===== config.mk =====
export PLATFORM = sky130hd
export DESIGN_NAME = uart_tx_rx_loopback_flat
export DESIGN_NICKNAME = d
export VERILOG_FILES = /design/src/rtl/uart_pkg.sv /design/src/rtl/uart_tx_rx_loopback_if.sv /design/src/rtl/uart_rx_core.sv /design/src/rtl/uart_tx_core.sv /design/src/rtl/uart_tx_rx_loopback.sv /design/src/flat_wrapper.sv
export SDC_FILE = /design/constraint.sdc
export NUM_CORES = 1
export LEC_CHECK = 0
export CORE_MARGIN = 4
export CORE_UTILIZATION = 39
export CTS_BUF_LIST = sky130_fd_sc_hd__clkbuf_2
export DETAILED_ROUTE_END_ITERATION = 8
export GPL_TIMING_DRIVEN = 0
export SLEW_MARGIN = 25
export SYNTH_ARGS = -nofsm -noshare
export SYNTH_HDL_FRONTEND = slang
export SYNTH_SLANG_ARGS = --single-unit

===== constraint.sdc =====
create_clock -name clk -period 4.3 [get_ports clk]
set_clock_uncertainty 0.2 [all_clocks]
set_input_delay 0.645 -clock clk [delete_from_list [all_inputs] [get_ports clk]]
set_output_delay 0.645 -clock clk [all_outputs]
set_load 0.005 [all_outputs]

===== src/rtl/uart_pkg.sv =====
`default_nettype none
// ============================================================================
// Module      : uart_pkg
// Description : Shared constants, baud derivation helper and the state
//               encoding used by both halves of the UART loopback.
// Revision    : 1.0  initial release
// ============================================================================
package uart_pkg;

    localparam int DEFAULT_CLK_FREQ  = 50_000_000;
    localparam int DEFAULT_BAUD_RATE = 115_200;

    // Integer division: any fractional clock per bit is dropped.
    function automatic int calc_bit_cycles(input int clk_freq, input int baud_rate);
        return clk_freq / baud_rate;
    endfunction

    localparam int BIT_CYCLES  = calc_bit_cycles(DEFAULT_CLK_FREQ, DEFAULT_BAUD_RATE);
    localparam int HALF_CYCLES = BIT_CYCLES / 2;

    typedef enum logic [1:0] {
        ST_IDLE  = 2'd0,
        ST_START = 2'd1,
        ST_DATA  = 2'd2,
        ST_STOP  = 2'd3
    } uart_state_e;

endpackage
`default_nettype wire


===== src/rtl/uart_tx_rx_loopback_if.sv =====
`default_nettype none
// ============================================================================
// Module      : uart_tx_rx_loopback_if
// Description : User-side signals of the UART loopback block.
//               master : drives manual_start / uart_data_in, observes results
//               slave  : the loopback block itself
//   manual_start   transmit request (rising edge starts one frame)
//   uart_data_in   byte to transmit
//   uart_data_out  last correctly received byte
//   uart_done      1-cycle pulse when uart_data_out updates
//   tx_done        1-cycle pulse at the end of the transmitted stop bit
// Revision    : 1.0  initial release
// ============================================================================
interface uart_tx_rx_loopback_if;

    logic       manual_start;
    logic [7:0] uart_data_in;
    logic [7:0] uart_data_out;
    logic       uart_done;
    logic       tx_done;

    modport master (
        output manual_start,
        output uart_data_in,
        input  uart_data_out,
        input  uart_done,
        input  tx_done
    );

    modport slave (
        input  manual_start,
        input  uart_data_in,
        output uart_data_out,
        output uart_done,
        output tx_done
    );

endinterface
`default_nettype wire


===== src/rtl/uart_rx_core.sv =====
`default_nettype none
// ============================================================================
// Module      : uart_rx_core
// Description : 8N1 receiver with line synchroniser, start-bit glitch
//               rejection and framing-error discard.
//   clk     system clock
//   rst_n   asynchronous active-low reset
//   i_line  serial line, idle high
//   o_data  last correctly framed byte, held between frames
//   o_done  1-cycle pulse when o_data updates
// Revision    : 1.0  initial release
// ============================================================================
module uart_rx_core #(
    parameter int BIT_CYCLES = uart_pkg::BIT_CYCLES
) (
    input  wire logic       clk,
    input  wire logic       rst_n,
    input  wire logic       i_line,
    output logic [7:0]      o_data,
    output logic            o_done
);
    import uart_pkg::*;

    localparam int               HALF_CYCLES = BIT_CYCLES / 2;
    localparam int               CNT_W       = $clog2(BIT_CYCLES);
    localparam logic [CNT_W-1:0] c_bit_last  = CNT_W'(BIT_CYCLES - 1);
    localparam logic [CNT_W-1:0] c_half_last = CNT_W'(HALF_CYCLES - 1);

    logic              r_sync1;
    logic              r_sync2;
    logic              r_prev;
    logic              w_fall;
    uart_state_e       r_state;
    logic [CNT_W-1:0]  r_cnt;
    logic [2:0]        r_bit_idx;
    logic [7:0]        r_shift;
    logic [7:0]        r_data;
    logic              r_done;

    assign w_fall = r_prev & ~r_sync2;

    always_ff @(posedge clk or negedge rst_n) begin
        if (!rst_n) begin
            r_sync1   <= 1'b1;
            r_sync2   <= 1'b1;
            r_prev    <= 1'b1;
            r_state   <= ST_IDLE;
            r_cnt     <= '0;
            r_bit_idx <= 3'd0;
            r_shift   <= 8'h00;
            r_data    <= 8'h00;
            r_done    <= 1'b0;
        end else begin
            r_sync1 <= i_line;
            r_sync2 <= r_sync1;
            r_prev  <= r_sync2;
            r_done  <= 1'b0;
            case (r_state)
                ST_IDLE: begin
                    r_cnt     <= '0;
                    r_bit_idx <= 3'd0;
                    if (w_fall) begin
                        r_state <= ST_START;
                    end
                end
                ST_START: begin
                    // Half a bit in: still low means a real start bit, and
                    // every later sample lands on a bit centre.
                    if (r_cnt == c_half_last) begin
                        r_cnt   <= '0;
                        r_state <= r_sync2 ? ST_IDLE : ST_DATA;
                    end else begin
                        r_cnt <= r_cnt + CNT_W'(1);
                    end
                end
                ST_DATA: begin
                    if (r_cnt == c_bit_last) begin
                        r_cnt   <= '0;
                        r_shift <= {r_sync2, r_shift[7:1]};
                        if (r_bit_idx == 3'd7) begin
                            r_bit_idx <= 3'd0;
                            r_state   <= ST_STOP;
                        end else begin
                            r_bit_idx <= r_bit_idx + 3'd1;
                        end
                    end else begin
                        r_cnt <= r_cnt + CNT_W'(1);
                    end
                end
                ST_STOP: begin
                    if (r_cnt == c_bit_last) begin
                        r_cnt   <= '0;
                        r_state <= ST_IDLE;
                        // A low stop bit is a framing error: drop the byte.
                        if (r_sync2) begin
                            r_data <= r_shift;
                            r_done <= 1'b1;
                        end
                    end else begin
                        r_cnt <= r_cnt + CNT_W'(1);
                    end
                end
                default: begin
                    r_state <= ST_IDLE;
                end
            endcase
        end
    end

    assign o_data = r_data;
    assign o_done = r_done;

endmodule
`default_nettype wire


===== src/rtl/uart_tx_core.sv =====
`default_nettype none
// ============================================================================
// Module      : uart_tx_core
// Description : Start-request synchroniser and rising-edge detector, plus
//               8N1 transmitter driving a registered serial line.
//   clk        system clock
//   rst_n      asynchronous active-low reset
//   i_start    asynchronous transmit request (edge triggered)
//   i_data     byte latched on the detected start edge
//   o_line     serial line, idle high
//   o_tx_done  1-cycle pulse on the last clock of the stop bit
// Revision    : 1.0  initial release
// ============================================================================
module uart_tx_core #(
    parameter int BIT_CYCLES = uart_pkg::BIT_CYCLES
) (
    input  wire logic       clk,
    input  wire logic       rst_n,
    input  wire logic       i_start,
    input  wire logic [7:0] i_data,
    output logic            o_line,
    output logic            o_tx_done
);
    import uart_pkg::*;

    localparam int              CNT_W      = $clog2(BIT_CYCLES);
    localparam logic [CNT_W-1:0] c_bit_last = CNT_W'(BIT_CYCLES - 1);

    logic              r_sync1;
    logic              r_sync2;
    logic              r_sync3;
    logic              w_start_pulse;
    uart_state_e       r_state;
    logic [CNT_W-1:0]  r_cnt;
    logic [2:0]        r_bit_idx;
    logic [7:0]        r_shift;
    logic              r_line;
    logic              r_tx_done;

    // Synchroniser clears to 0, so a level already high at reset release
    // still produces one edge.
    assign w_start_pulse = r_sync2 & ~r_sync3;

    always_ff @(posedge clk or negedge rst_n) begin
        if (!rst_n) begin
            r_sync1   <= 1'b0;
            r_sync2   <= 1'b0;
            r_sync3   <= 1'b0;
            r_state   <= ST_IDLE;
            r_cnt     <= '0;
            r_bit_idx <= 3'd0;
            r_shift   <= 8'h00;
            r_line    <= 1'b1;
            r_tx_done <= 1'b0;
        end else begin
            r_sync1   <= i_start;
            r_sync2   <= r_sync1;
            r_sync3   <= r_sync2;
            r_tx_done <= 1'b0;
            case (r_state)
                ST_IDLE: begin
                    r_line    <= 1'b1;
                    r_cnt     <= '0;
                    r_bit_idx <= 3'd0;
                    if (w_start_pulse) begin
                        r_shift <= i_data;
                        r_line  <= 1'b0;
                        r_state <= ST_START;
                    end
                end
                ST_START: begin
                    if (r_cnt == c_bit_last) begin
                        r_cnt   <= '0;
                        r_line  <= r_shift[0];
                        r_state <= ST_DATA;
                    end else begin
                        r_cnt <= r_cnt + CNT_W'(1);
                    end
                end
                ST_DATA: begin
                    if (r_cnt == c_bit_last) begin
                        r_cnt   <= '0;
                        // The line always presents r_shift[0]; shifting right
                        // exposes the next bit one period later.
                        r_shift <= {1'b0, r_shift[7:1]};
                        if (r_bit_idx == 3'd7) begin
                            r_bit_idx <= 3'd0;
                            r_line    <= 1'b1;
                            r_state   <= ST_STOP;
                        end else begin
                            r_bit_idx <= r_bit_idx + 3'd1;
                            r_line    <= r_shift[1];
                        end
                    end else begin
                        r_cnt <= r_cnt + CNT_W'(1);
                    end
                end
                ST_STOP: begin
                    if (r_cnt == c_bit_last) begin
                        r_cnt     <= '0;
                        r_tx_done <= 1'b1;
                        r_state   <= ST_IDLE;
                    end else begin
                        r_cnt <= r_cnt + CNT_W'(1);
                    end
                end
                default: begin
                    r_line  <= 1'b1;
                    r_state <= ST_IDLE;
                end
            endcase
        end
    end

    assign o_line    = r_line;
    assign o_tx_done = r_tx_done;

endmodule
`default_nettype wire


===== src/rtl/uart_tx_rx_loopback.sv =====
`default_nettype none
// ============================================================================
// Module      : uart_tx_rx_loopback
// Description : UART link self-test. A rising edge on manual_start sends
//               uart_data_in as an 8N1 frame on an internal line that feeds
//               a receiver; the received byte appears on uart_data_out.
//   clk    system clock
//   rst_n  asynchronous active-low reset
//   bus    slave side of uart_tx_rx_loopback_if (manual_start,
//          uart_data_in, uart_data_out, uart_done, tx_done)
// Revision    : 1.0  initial release
// ============================================================================
module uart_tx_rx_loopback #(
    parameter int CLK_FREQ  = uart_pkg::DEFAULT_CLK_FREQ,
    parameter int BAUD_RATE = uart_pkg::DEFAULT_BAUD_RATE
) (
    input  wire logic               clk,
    input  wire logic               rst_n,
    uart_tx_rx_loopback_if.slave    bus
);
    import uart_pkg::*;

    localparam int BIT_CYCLES = calc_bit_cycles(CLK_FREQ, BAUD_RATE);

    logic w_line;

    uart_tx_core #(
        .BIT_CYCLES (BIT_CYCLES)
    ) u_tx (
        .clk       (clk),
        .rst_n     (rst_n),
        .i_start   (bus.manual_start),
        .i_data    (bus.uart_data_in),
        .o_line    (w_line),
        .o_tx_done (bus.tx_done)
    );

    uart_rx_core #(
        .BIT_CYCLES (BIT_CYCLES)
    ) u_rx (
        .clk    (clk),
        .rst_n  (rst_n),
        .i_line (w_line),
        .o_data (bus.uart_data_out),
        .o_done (bus.uart_done)
    );

endmodule
`default_nettype wire


===== src/flat_wrapper.sv =====
// flat-port wrapper written by rule: the top's interface ports become plain ports
module uart_tx_rx_loopback_flat import uart_pkg::*;
#(
    parameter int CLK_FREQ  = uart_pkg::DEFAULT_CLK_FREQ,
    parameter int BAUD_RATE = uart_pkg::DEFAULT_BAUD_RATE
)
  (clk, rst_n, bus_manual_start, bus_uart_data_in, bus_uart_data_out, bus_uart_done, bus_tx_done);
  uart_tx_rx_loopback_if bus_i ();
  input  wire logic clk;
  input  wire logic rst_n;
  input wire logic [$bits(bus_i.manual_start)-1:0] bus_manual_start;
  input wire logic [$bits(bus_i.uart_data_in)-1:0] bus_uart_data_in;
  output wire logic [$bits(bus_i.uart_data_out)-1:0] bus_uart_data_out;
  output wire logic [$bits(bus_i.uart_done)-1:0] bus_uart_done;
  output wire logic [$bits(bus_i.tx_done)-1:0] bus_tx_done;
  assign bus_i.manual_start = bus_manual_start;
  assign bus_i.uart_data_in = bus_uart_data_in;
  assign bus_uart_data_out = bus_i.uart_data_out;
  assign bus_uart_done = bus_i.uart_done;
  assign bus_tx_done = bus_i.tx_done;
  uart_tx_rx_loopback #(.CLK_FREQ(CLK_FREQ), .BAUD_RATE(BAUD_RATE)) u_core (.clk(clk), .rst_n(rst_n), .bus(bus_i));
endmodule

### After elaboration in Yosys (flattened, before gate mapping)

Index checks and enable logic that the tools add are counted.

| word-level totals | value |
|---|---|
| input bits | 11 |
| output and inout bits | 10 |
| logic and storage cells | 99 |
| flip-flop bits (word level) | 61 |

| cells by class | value |
|---|---|
| bitwise operators | 4 |
| equality and inequality tests | 21 |
| mux-type cells | 37 |
| $add $sub $neg | 4 |
| reduce and logical (&&, ||, !) cells | 15 |

Operators with widths:

| cell | count |
|---|---|
| $mux 9 | 3 |
| $pmux 9 s3 | 1 |
| $mux 2 | 11 |
| $ne 2x2->1 const B | 10 |
| $add 9x1->9 const B | 2 |
| $eq 9x9->1 const B | 2 |
| $pmux 9 s2 | 1 |
| $mux 8 | 2 |
| $pmux 2 s4 | 2 |
| $pmux 8 s2 | 1 |
| $mux 3 | 4 |
| $pmux 3 s2 | 2 |
| $reduce_and 5->1 | 2 |
| $eq 9x8->1 const B | 1 |
| $mux 1 | 9 |
| $reduce_and 3->1 | 3 |
| $eq 2x2->1 const B | 4 |
| $add 3x1->3 const B | 2 |
| $eq 3x3->1 const B | 2 |
| $reduce_and 2->1 | 3 |
| $eq 2x1->1 const B | 2 |
| $logic_not 2->1 | 2 |
| $reduce_bool 2->1 | 2 |
| $pmux 1 s3 | 1 |
| other kinds (5) | 7 |

### Logic depth before layout (Yosys ltp)

Gate-level depths: netlist of run 1.

| depth | value |
|---|---|
| word-level depth | 4 |
| gate-level depth with buffers | 7 |

### Modules after synthesis

Synthesis of run 1 repeated with hierarchy kept, for this count alone.

| second synthesis, totals | value |
|---|---|
| cells, all modules | 244 |
| area, all modules | 2961.6 um^2 |

Modules (own cells, without submodules):

| module | area each (um^2) | instances | cells each | sequential area each (um^2) |
|---|---|---|---|---|
| uart_rx_core | 1631.6 | 1 | 123 | 854.6 |
| uart_tx_core | 1330.0 | 1 | 121 | 676.9 |

### Worst setup path after synthesis of run 1

No wires, ideal clock.

| timing | value |
|---|---|
| kind | register -> register |
| start | reg u_core.u_tx.r_state[0] |
| end | reg u_core.u_tx.r_state[1] |
| setup slack | 2.384 ns |
| library setup time | 0.125 ns |
| data arrival time | 1.591 ns |
| cell stages (with the launch flop) | 7 |
| path through | dfrtp_1 -> inv_1 -> ha_1 -> clkbuf_1 -> nor2b_1 -> nor3_1 -> mux2_2 |

| on the way | value |
|---|---|
| word-level cells in the longest chain between the ends | 3 |

RTL lines:

| item | line | RTL |
|---|---|---|
| start: declaration | uart_tx_core.sv:33 | `uart_state_e r_state;` |
| start signal: assignment | uart_tx_core.sv:49 | `r_state <= ST_IDLE;` |
| start signal: assignment | uart_tx_core.sv:68 | `r_state <= ST_START;` |
| start signal: assignment | uart_tx_core.sv:75 | `r_state <= ST_DATA;` |
| $eq 2x2->1, or another cell as far along | uart_tx_core.sv:60 | `case (r_state)` |
| $ne 2x2->1 (no line) | n/a |  |
| $reduce_and 5->1 (no line) | n/a |  |

Several ways; a longest one is shown, not always the timed one.
A chain may end at the register's enable or synchronous reset.

### Worst setup path in the final report of run 1

| timing | value |
|---|---|
| start | reg u_core.u_tx.r_state[0] |
| end | reg u_core.u_tx.r_shift[5] |

| on the way | value |
|---|---|
| word-level cells in the longest chain between the ends | 3 |

RTL lines:

| item | line | RTL |
|---|---|---|
| $eq 2x2->1 / $logic_not 2->1 (equally long branches) | uart_tx_core.sv:60 |  |
| $ne 2x2->1 (no line) / $reduce_bool 2->1 (equally long branches) | n/a |  |
| $reduce_and 3->1 (no line) | n/a |  |
| end signal: assignment | uart_tx_core.sv:66 | `r_shift <= i_data;` |
| end signal: assignment | uart_tx_core.sv:85 | `r_shift <= {1'b0, r_shift[7:1]};` |
| end: declaration | uart_tx_core.sv:36 | `logic [7:0] r_shift;` |

Several ways; a longest one is shown, not always the timed one.

==> results of run 1 <==
## registers in the layout, indices dropped and copies added, names as in the netlist, 2 cells and up, named ones only
name	cells
u_core.u_tx.r_state	2
u_core.u_rx.r_shift	8
u_core.u_tx.r_cnt	9
u_core.u_rx.r_cnt	9
u_core.u_rx.r_bit_idx	3
u_core.u_rx.o_data	8
u_core.u_tx.r_bit_idx	3
u_core.u_tx.r_shift	8
## path summary, 6_finish.rpt
kind | slack, ns | cells past startpoint | from | to
worst max-delay path | 1.98 | 6 | u_core.u_tx.r_state[0] | u_core.u_tx.r_shift[5]
max in group asynchronous | 2.92 | 3 | rst_n | u_core.u_rx.r_sync2
min in group asynchronous | 0.41 | 2 | rst_n | u_core.u_tx.r_bit_idx[2]
worst min-delay path | 0.17 | 0 | u_core.u_rx.r_sync1 | u_core.u_rx.r_sync2
worst min register to register | 0.17 | 0 | u_core.u_rx.r_sync1 | u_core.u_rx.r_sync2
worst max register to register | 1.98 | 6 | u_core.u_tx.r_state[0] | u_core.u_tx.r_shift[5]
## kinds of logic (layout without fill, tap and decap cells)
| kind of cell | Yosys count | in the layout | share of synthesized area (%) |
|---|---|---|---|
| and+or+nand+nor | 97 | 97 | 19.6 |
| DFF | 61 | 61 | 53.5 |
| AOI/OAI and AO/OA | 24 | 24 | 7.25 |
| muxes | 17 | 17 | 7.73 |
| xor gates and xnor gates | 14 | 14 | 4.28 |
| adders and majority gates | 13 | 13 | 5.68 |
| buffers and inverters | 13 | 51 | 1.97 |
## where the power goes
part | internal [W] | switching, W
logic | 0.000191 | 0.000226
clock network | 0.0000757 | 0.000211
registers | 0.000699 | 0.000101
## metal layers
metal  vias to the layer above  routed length [µm]  GRT usage [%]
li1                        919                   -              -
met1                       901                2300           15.5
met2                        21                2350           19.7
met3                        10                 203           4.89
met4                         0                  58           4.93
met5                         -                   0              0
## worst reg2reg max path, delay by kind of cell, from the launching register on
family	cells	cell delay [ns]
buffers and inverters	2	0.23
DFF	1	0.45
adders and majority gates	1	0.24
AOI/OAI and AO/OA	1	0.21
and+or+nand+nor	2	0.95
## stage by stage
step / total power [W] / hold WS, ns / utilization (%) / cells / area [µm²]
global route: 0.00163 / 0.178 / 47.5 / 373 / 3300
finish: 0.00150 / 0.167 / 47.5 / 373 / 3300
global placement: 0.00122 / 0.147 / 45.9 / 355 / 3180
detailed placement: 0.00123 / 0.147 / 46.1 / 356 / 3200
floorplan: 0.00111 / 0.131 / - / 239 / 2860
CTS: 0.00153 / 0.169 / 47.5 / 373 / 3300
## cells in the final DEF, fill, tap and decap left out, drive strengths merged, types with 2 or more instances in the layout
master / netlist / routed
a21oi: 3 / 3
and2b: 2 / 2
and3: 3 / 3
and4: 3 / 3
and4bb: 2 / 2
buf: 1 / 3
clkbuf: 3 / 13
clkdlybuf4s50: 0 / 19
clkinv: 0 / 3
clkinvlp: 0 / 3
dfrtp: 57 / 57
dfstp: 4 / 4
ha: 13 / 13
inv: 9 / 9
mux2: 17 / 17
nand2: 16 / 16
nand2b: 6 / 6
nand3: 19 / 19
nand4: 6 / 6
nor2: 24 / 24
nor2b: 4 / 4
nor3: 4 / 4
o211ai: 2 / 2
o21ai: 3 / 3
o221a: 7 / 7
or2b: 4 / 4
xnor2: 7 / 7
xor2: 7 / 7
## final cells by class
class | count | area, µm² | share of cell area, %
Clock buffer | 10 | 50.0 | 1.52
Sequential cell | 61 | 1530 | 46.4
Multi-Input combinational cell | 165 | 1280 | 38.7
Buffer | 4 | 22.5 | 0.682
Timing Repair Buffer | 22 | 228 | 6.90
Clock inverter | 6 | 40.0 | 1.21
Tap cell | 96 | 120 | 3.64
Inverter | 9 | 33.8 | 1.02
==> impl_results.md, run 1 <==
* N_diodes at 0
* Clk slew on worst S/H paths at 0.16 ns
* CTS buffer count at 9
* Place WS at 2.00 ns
* Gate Count Post-Synth at 239
* HP Class: flop to flop
* Cts hold-fix bufs at 1
* Fmax achieved at 431 MHz
* Seq/Total Area, Yosys at 53.5%
* Most frequent cell after synthesis: dfrtp_1
* Worst skew pair latency at 0.49 ns
* Outcome: finished clean
* H-tree depth at 3
* Gpl congestion at 0.834
* Synth top cells by count: dfrtp_1, nor2_1, nand3_1, nand2_1, ha_1
* Max VDD drop at 0.248 mV
* # DRC at 0
* CP most frequent cell: inv_1
* Area contributors post-synth: dfrtp_1, ha_1, mux2_4
* Ys Warns at 0
* CP required at 4.52 ns
* Final min period at 2.32 ns
* Setup slack after layout at 1.98 ns
* CP max-delay cell: nor3_1
* Top FF cell, synth: dfrtp_1
* Synth top area share at 49.8%
* Clock sink count at 61
* Root buf cell: clkbuf_2
* Die area at 8780 µm²
* CP top delay family: simple AND/OR/NAND/NOR gates
* Post-synth EDFFs at 0
* Row Count at 30
* Ports at 21
* First-pass GRT wire length at 8650 µm
* Post_cts resized at 0
* Slew HR at 52.0%
* Data arrival, critical path at 2.54 ns
* CTS tree: yes
* Clock Path Buffers at 2
* Pin count of the biggest net entering global routing at 33
* Chip height at 93.7 µm
* WP buf/inv at 2
* Gr ovfl total at 0
* RSZ-0062 raised after global routing: false
* Asr flop ratio synth at 100%
* Setup TNS at 0 ns
* CP Launch Type: flop
* Worst Setup End Kind: flop
* Final Hold Viols at 0
* Total wire length at 4920 µm
* Number of max-cap violations at 0
* DIE WIDTH at 93.7 µm
* Sequence of cells on the critical path: inv_1 -> ha_1 -> inv_1 -> nor3_1 -> nand2b_2 -> o221a_2
* Core Box Area at 6940 µm²
* Wire per inst at 13.2 µm
* Initial antenna violation count at 0
* Number of global-route vias before repair at 1894
* Initial Util at 41.2%
* Pwr dens at 455 nW/µm²
* Crit-path max cell delay at 0.61 ns
* Worst Tran Pin Value at 0.714 ns
* Synth Cell Area at 2860 µm²
* Final ANT Viol Nets at 0
* Share of cells above drive strength 1 at 20.6%
* Area delta synth->final at 15.3%
* Synth Register Bits at 61
* Via Count at 1851
* Vias/cell at 4.96
* Period utilisation layout at 54.0%
* Mean Syn Cell Area at 12.0 µm²
* Port Buffers at 20
* All-Layer GR Usage at 12.5%
* DR pass1 iterations at 4
* Cell taking the most area after synthesis: dfrtp_1
* Worst setup path class: flop to flop
* Max Slew Vio Count at 0
* Fillers at 671
* P_leak at 1.49 nW
* Final setup vio count at 0
* Dpl hpwl at 3460 µm
* Post-synth cell types at 44
* First DRT Iteration DRCs at 90
* Nets at 296
* Postcts setup bufs at 0
* Net Count, Synth at 263
* Crit-path max FO at 8
No activity file was read; power rests on OpenSTA's default activity.
==> run 2, diff against run 1 <==
Clock period 4.3 ns to 2 ns, I/O delays scaled along.
==> run 2 against run 1 <==
Sequential power grew 110%; die area unchanged; wire length is 2.6% higher; utilization grew 2.0 points; first-iteration DRC count grew 2.2%; count of clock-buffer cells in the layout unchanged; sequential cell count unchanged; sequential share of layout area shrank 1.8 points; non-clock buffer count increased by 12; critical endpoint is now u_core.u_rx.o_data[0]; largest cell class unchanged; largest power group unchanged.
==> impl_results.md, run 2 (synthesized netlist as in run 1, its figures left out) <==
* Largest registers: u_core.u_rx.r_cnt: 9 flops, u_core.u_tx.r_cnt: 9 flops
* Period utilisation layout at 96.3%
* Data arrival, critical path at 2.09 ns
* Clock sink count at 61
* DR pass1 iterations at 4
* Chip height at 93.7 µm
* Clock Path Buffers at 2
* Slew HR at 73.6%
* Cells on worst reg2reg path at 4
* Area delta synth->final at 20.1%
* Clk slew on worst S/H paths at 0.18 ns
* Comb pwr share at 31.8%
* Wire per inst at 13.1 µm
* N_diodes at 0
* Max VDD drop at 0.546 mV
* Clock power frac at 18.1%
* Worst Setup End Kind: flop
* Port Buffers at 20
* Via Count at 1916
* Final setup vio count at 0
* Reg2reg start: u_core.u_rx.r_cnt[3]
* Dpl hpwl at 3460 µm
* CTS tree: yes
* Number of global-route vias before repair at 1917
* Pin count of the biggest net entering global routing at 33
* Root buf cell: clkbuf_2
* Place WS at -0.305 ns
* Worst R2R Setup Slack at 0.07 ns
* # DRC at 0
* Reg power frac at 50.1%
* Reg2reg end: u_core.u_rx.o_data[0]
* Share of cells above drive strength 1 at 27.0%
* Gr ovfl total at 0
* Number of max-cap violations at 0
* Core Box Area at 6940 µm²
* CP Launch Type: flop
* All-Layer GR Usage at 12.7%
* Ports at 21
* DIE WIDTH at 93.7 µm
* Final Hold Viols at 0
* Setup TNS at 0 ns
* Vias/cell at 4.98
* RSZ-0062 raised after global routing: false
* Die area at 8780 µm²
* Sw frac at 35.5%
* Nets at 308
* Most common library cell in the layout ignoring fill and taps: dfrtp_1
* Outcome: finished clean
* Crit-path max FO at 8
* Final ANT Viol Nets at 0
* Setup slack after layout at 0.0740 ns
* Initial antenna violation count at 0
* Initial Util at 41.2%
* Tot Pwr at 0.00338 W
* First DRT Iteration DRCs at 92
* Hold_ws at 0.0875 ns
* Worst skew pair latency at 0.47 ns
* Max Slew Vio Count at 0
* Pwr dens at 981 nW/µm²
* Row Count at 30
* First-pass GRT wire length at 8740 µm
* CTS buffer count at 9
* CP required at 2.16 ns
* Worst setup path class: flop to flop
* Worst Tran Pin Value at 0.396 ns
* Cell area after layout at 3440 µm²
* Most frequent cells in the layout: dfrtp_1, nor2_1, nand3_1
* Fmax achieved at 519 MHz
* Final min period at 1.93 ns
* Internal at 0.00218 W
* Sw Pwr at 0.00120 W
* P_leak at 1.57 nW
* Placed inst area at 3200 µm²
* H-tree depth at 3
* HP Class: primary input to async pin
* Gpl congestion at 0.834
* Total wire length at 5050 µm
run 2: changes by cell type in the layout (fill, tap and decap cells not counted), sizes merged:
| cell | delta |
|---|---|
| buf | +11 |
| clkdlybuf4s50 | -1 |
| dlygate4sd3 | +1 |
| dlymetal6s2s | +1 |
run 2: critical path: stages, from the launching register on:
cell and delay (ns):
dfrtp_1 0.46, and4bb_2 0.35, nand4_4 0.17, nor2_4 0.27, mux2_2 0.37
run 2: worst max path at each step:
stage | depth (start not counted) | start | end
2_1_floorplan | 6 | u_core.u_tx.r_state[0] | u_core.u_tx.r_state[1]
3_3_place_gp | 1 | rst_n | u_core.u_tx.r_shift[4]
3_5_place_dp | 6 | u_core.u_tx.r_state[0] | u_core.u_tx.r_shift[6]
4_1_cts | 6 | u_core.u_tx.r_state[1] | u_core.u_tx.r_shift[5]
5_1_grt | 7 | u_core.u_rx.r_cnt[1] | u_core.u_rx.r_cnt[5]
6_report | 4 | u_core.u_rx.r_cnt[3] | u_core.u_rx.o_data[0]
run 2: per-layer routing:
layer	routed length, µm	track usage (%)	vias up	share of wire, %
li1	-	-	944	-
met3	177	4.89	7	3.5
met5	0	0	-	0
met2	2450	20.0	22	49
met4	48	4.93	0	0.95
met1	2370	15.6	943	47
run 2: per-stage QoR:
step / cells / utilization [%]
2_1_floorplan: 239 / -
3_3_place_gp: 355 / 45.9
3_5_place_dp: 356 / 46.1
4_1_cts: 378 / 48.6
5_1_grt: 385 / 49.5
6_report: 385 / 49.5
run 2: cell type report:
type	count	area, µm²
multi-input cells	165	1310
plain buffers	4	26.3
clock inverters	6	40.0
well taps	96	120
flip-flops and latches	61	1530
repair buffers	34	323
inverters	9	33.8
fillers	657	3500
clock buffers	10	50.0
run 2: power groups by stage:
stage	clock network, W	logic, W	registers (W)
6_report	0.000611	0.00107	0.00169
5_1_grt	0.000717	0.00120	0.00173
4_1_cts	0.000666	0.00101	0.00171
3_5_place_dp	0	0.000910	0.00174
3_3_place_gp	0	0.000876	0.00174
2_1_floorplan	0	0.000700	0.00168
run 2: repair_timing:
item	CTS	global route
cloned	0	0
hold endpoints to repair	60	0
hold buffers	2	0
pin swaps	2	3
gates resized for setup	8	6
endpoints found under the setup margin	16	27
buffers inserted	4	7
==> run 3, diff against run 2 <==
Settings changed: SETUP_SLACK_MARGIN from default to 0.1.
==> run 3 against run 2 <==
Sequential power about the same; maximum frequency rose by 1.6%; design area grew 7.8%; final cell count rose by 2.6%; sequential share of layout area decreased by 3.2 points; combinational power rose by 25%; clock power rose by 46%; hold slack gained 0.0082 ns; die area stayed put; wire length is 0.65% higher; sequential cell count unchanged; total power up 17%; largest cell class unchanged.
==> impl_results.md, run 3 (synthesized netlist as in run 1, its figures left out) <==
* Outcome: finished clean
* Total wire length at 5080 µm
* Ports at 21
* N_diodes at 0
* Gr ovfl total at 0
* Crit-path max cell delay at 0.43 ns
* Crit-path max FO at 5
* DIE WIDTH at 93.7 µm
* Period utilisation layout at 94.8%
* Max Slew Vio Count at 0
* Row Count at 30
* RSZ-0062 raised after global routing: true
* Fillers at 597
* Core Box Area at 6940 µm²
* Root buf cell: clkbuf_2
* Setup TNS at 0 ns
* Worst setup path class: flop to flop
* Clock sink count at 61
* Final ANT Viol Nets at 0
* Wire per inst at 12.9 µm
* Clk slew on worst S/H paths at 0.19 ns
* Area delta synth->final at 29.5%
* Share of cells above drive strength 1 at 32.1%
* Fmax achieved at 528 MHz
* P_leak at 1.74 nW
* First DRT Iteration DRCs at 123
* Slew HR at 69.0%
* DR pass1 iterations at 4
* First-pass GRT wire length at 8320 µm
* Tot Pwr at 0.00395 W
* Post-Layout Cell Count at 395
* Dpl hpwl at 3270 µm
* Pin count of the biggest net entering global routing at 44
* Final min period at 1.90 ns
* CTS tree: yes
* Clock Path Buffers at 2
* Via Count at 1938
* Number of global-route vias before repair at 1801
* HP Class: primary input to async pin
* Number of max-cap violations at 0
* Gpl congestion at 0.749
* WP buf/inv at 1
* Sequence of cells on the critical path: inv_1 -> ha_2 -> and4b_2 -> a21oi_4 -> nor3_4 -> mux2_4
* Die area at 8780 µm²
* Port Buffers at 20
* Hold_ws at 0.0958 ns
* Final setup vio count at 0
* Vias/cell at 4.91
* CTS buffer count at 9
* CP required at 2.16 ns
* All-Layer GR Usage at 12.1%
* # DRC at 0
* Final Hold Viols at 0
* CP max-delay cell: dfrtp_1
* Initial Util at 41.2%
* Nets at 318
* Most common library cell in the layout ignoring fill and taps: dfrtp_1
* Pwr dens at 1070 nW/µm²
* Max VDD drop at 0.830 mV
* Worst skew pair latency at 0.48 ns
* CP top delay family: simple AND/OR/NAND/NOR gates
* Largest registers: u_core.u_rx.r_cnt: 9 flops, u_core.u_tx.r_cnt: 9 flops
* Placed cells at 356
* Chip height at 93.7 µm
* Worst Setup End Kind: flop
* Cell area after layout at 3710 µm²
* Worst Tran Pin Value at 0.464 ns
* Initial antenna violation count at 0
* Data arrival, critical path at 2.06 ns
* Most frequent cells in the layout: dfrtp_1, nor2_1, nand3_1
* CP Launch Type: flop
* Placed inst area at 3210 µm²
* H-tree depth at 3
## run 3: final cells by class
type | count | area (µm²) | area share, %
plain buffers | 4 | 27.5 | 0.742
repair buffers | 44 | 423 | 11.4
inverters | 9 | 33.8 | 0.911
multi-input cells | 165 | 1430 | 38.5
clock buffers | 9 | 45.0 | 1.21
well taps | 96 | 120 | 3.24
flip-flops and latches | 61 | 1530 | 41.4
clock inverters | 7 | 98.8 | 2.67
## run 3: power by group
part | switching (W) | internal (W)
sequential | 0.000207 | 0.00151
combinational | 0.000641 | 0.000702
clock | 0.000474 | 0.000420
total | 0.00132 | 0.00263
## run 3: through the flow
step | utilization (%) | worst slack [ns]
2_1_floorplan | - | 0.135
3_3_place_gp | 45.9 | -1.57
3_5_place_dp | 46.2 | -0.262
4_1_cts | 50.0 | 0.115
5_1_grt | 53.4 | 0.0300
6_report | 53.4 | 0.104
## run 3: tightest hold or removal path, delay by kind of cell
| kind | cells | cell delay [ns] |
|---|---|---|
| buf+inv | 3 | 0.88 |
## run 3: metal layers
| layer | GRT usage [%] | wire length (µm) |
|---|---|---|
| met2 | 18.3 | 2510 |
| met4 | 3.97 | 70 |
| met3 | 5.13 | 160 |
| met5 | 0 | 0 |
| met1 | 15.6 | 2340 |
## run 3: repair_timing
item	in CTS	in global routing
endpoints found under the setup margin	37	37
gates resized for setup	19	31
setup buffers	7	12
pin swaps	4	13
endpoints found under the hold margin	61	1
cloned	0	0
hold buffers	3	1
## run 3: worst paths after layout
check,start,endpoint,slack (ns),depth (start not counted)
setup / recovery,u_core.u_tx.r_cnt[1],u_core.u_tx.r_state[1],0.10,6
hold / removal,rst_n,u_core.u_rx.r_bit_idx[0],0.1,3
setup reg to reg,u_core.u_tx.r_cnt[1],u_core.u_tx.r_state[1],0.10,6
hold reg to reg,u_core.u_tx.r_sync1,u_core.u_tx.r_sync2,0.15,0
max in group asynchronous,rst_n,u_core.u_rx.r_cnt[0],0.60,3
min in group clk,u_core.u_tx.r_sync1,u_core.u_tx.r_sync2,0.15,0
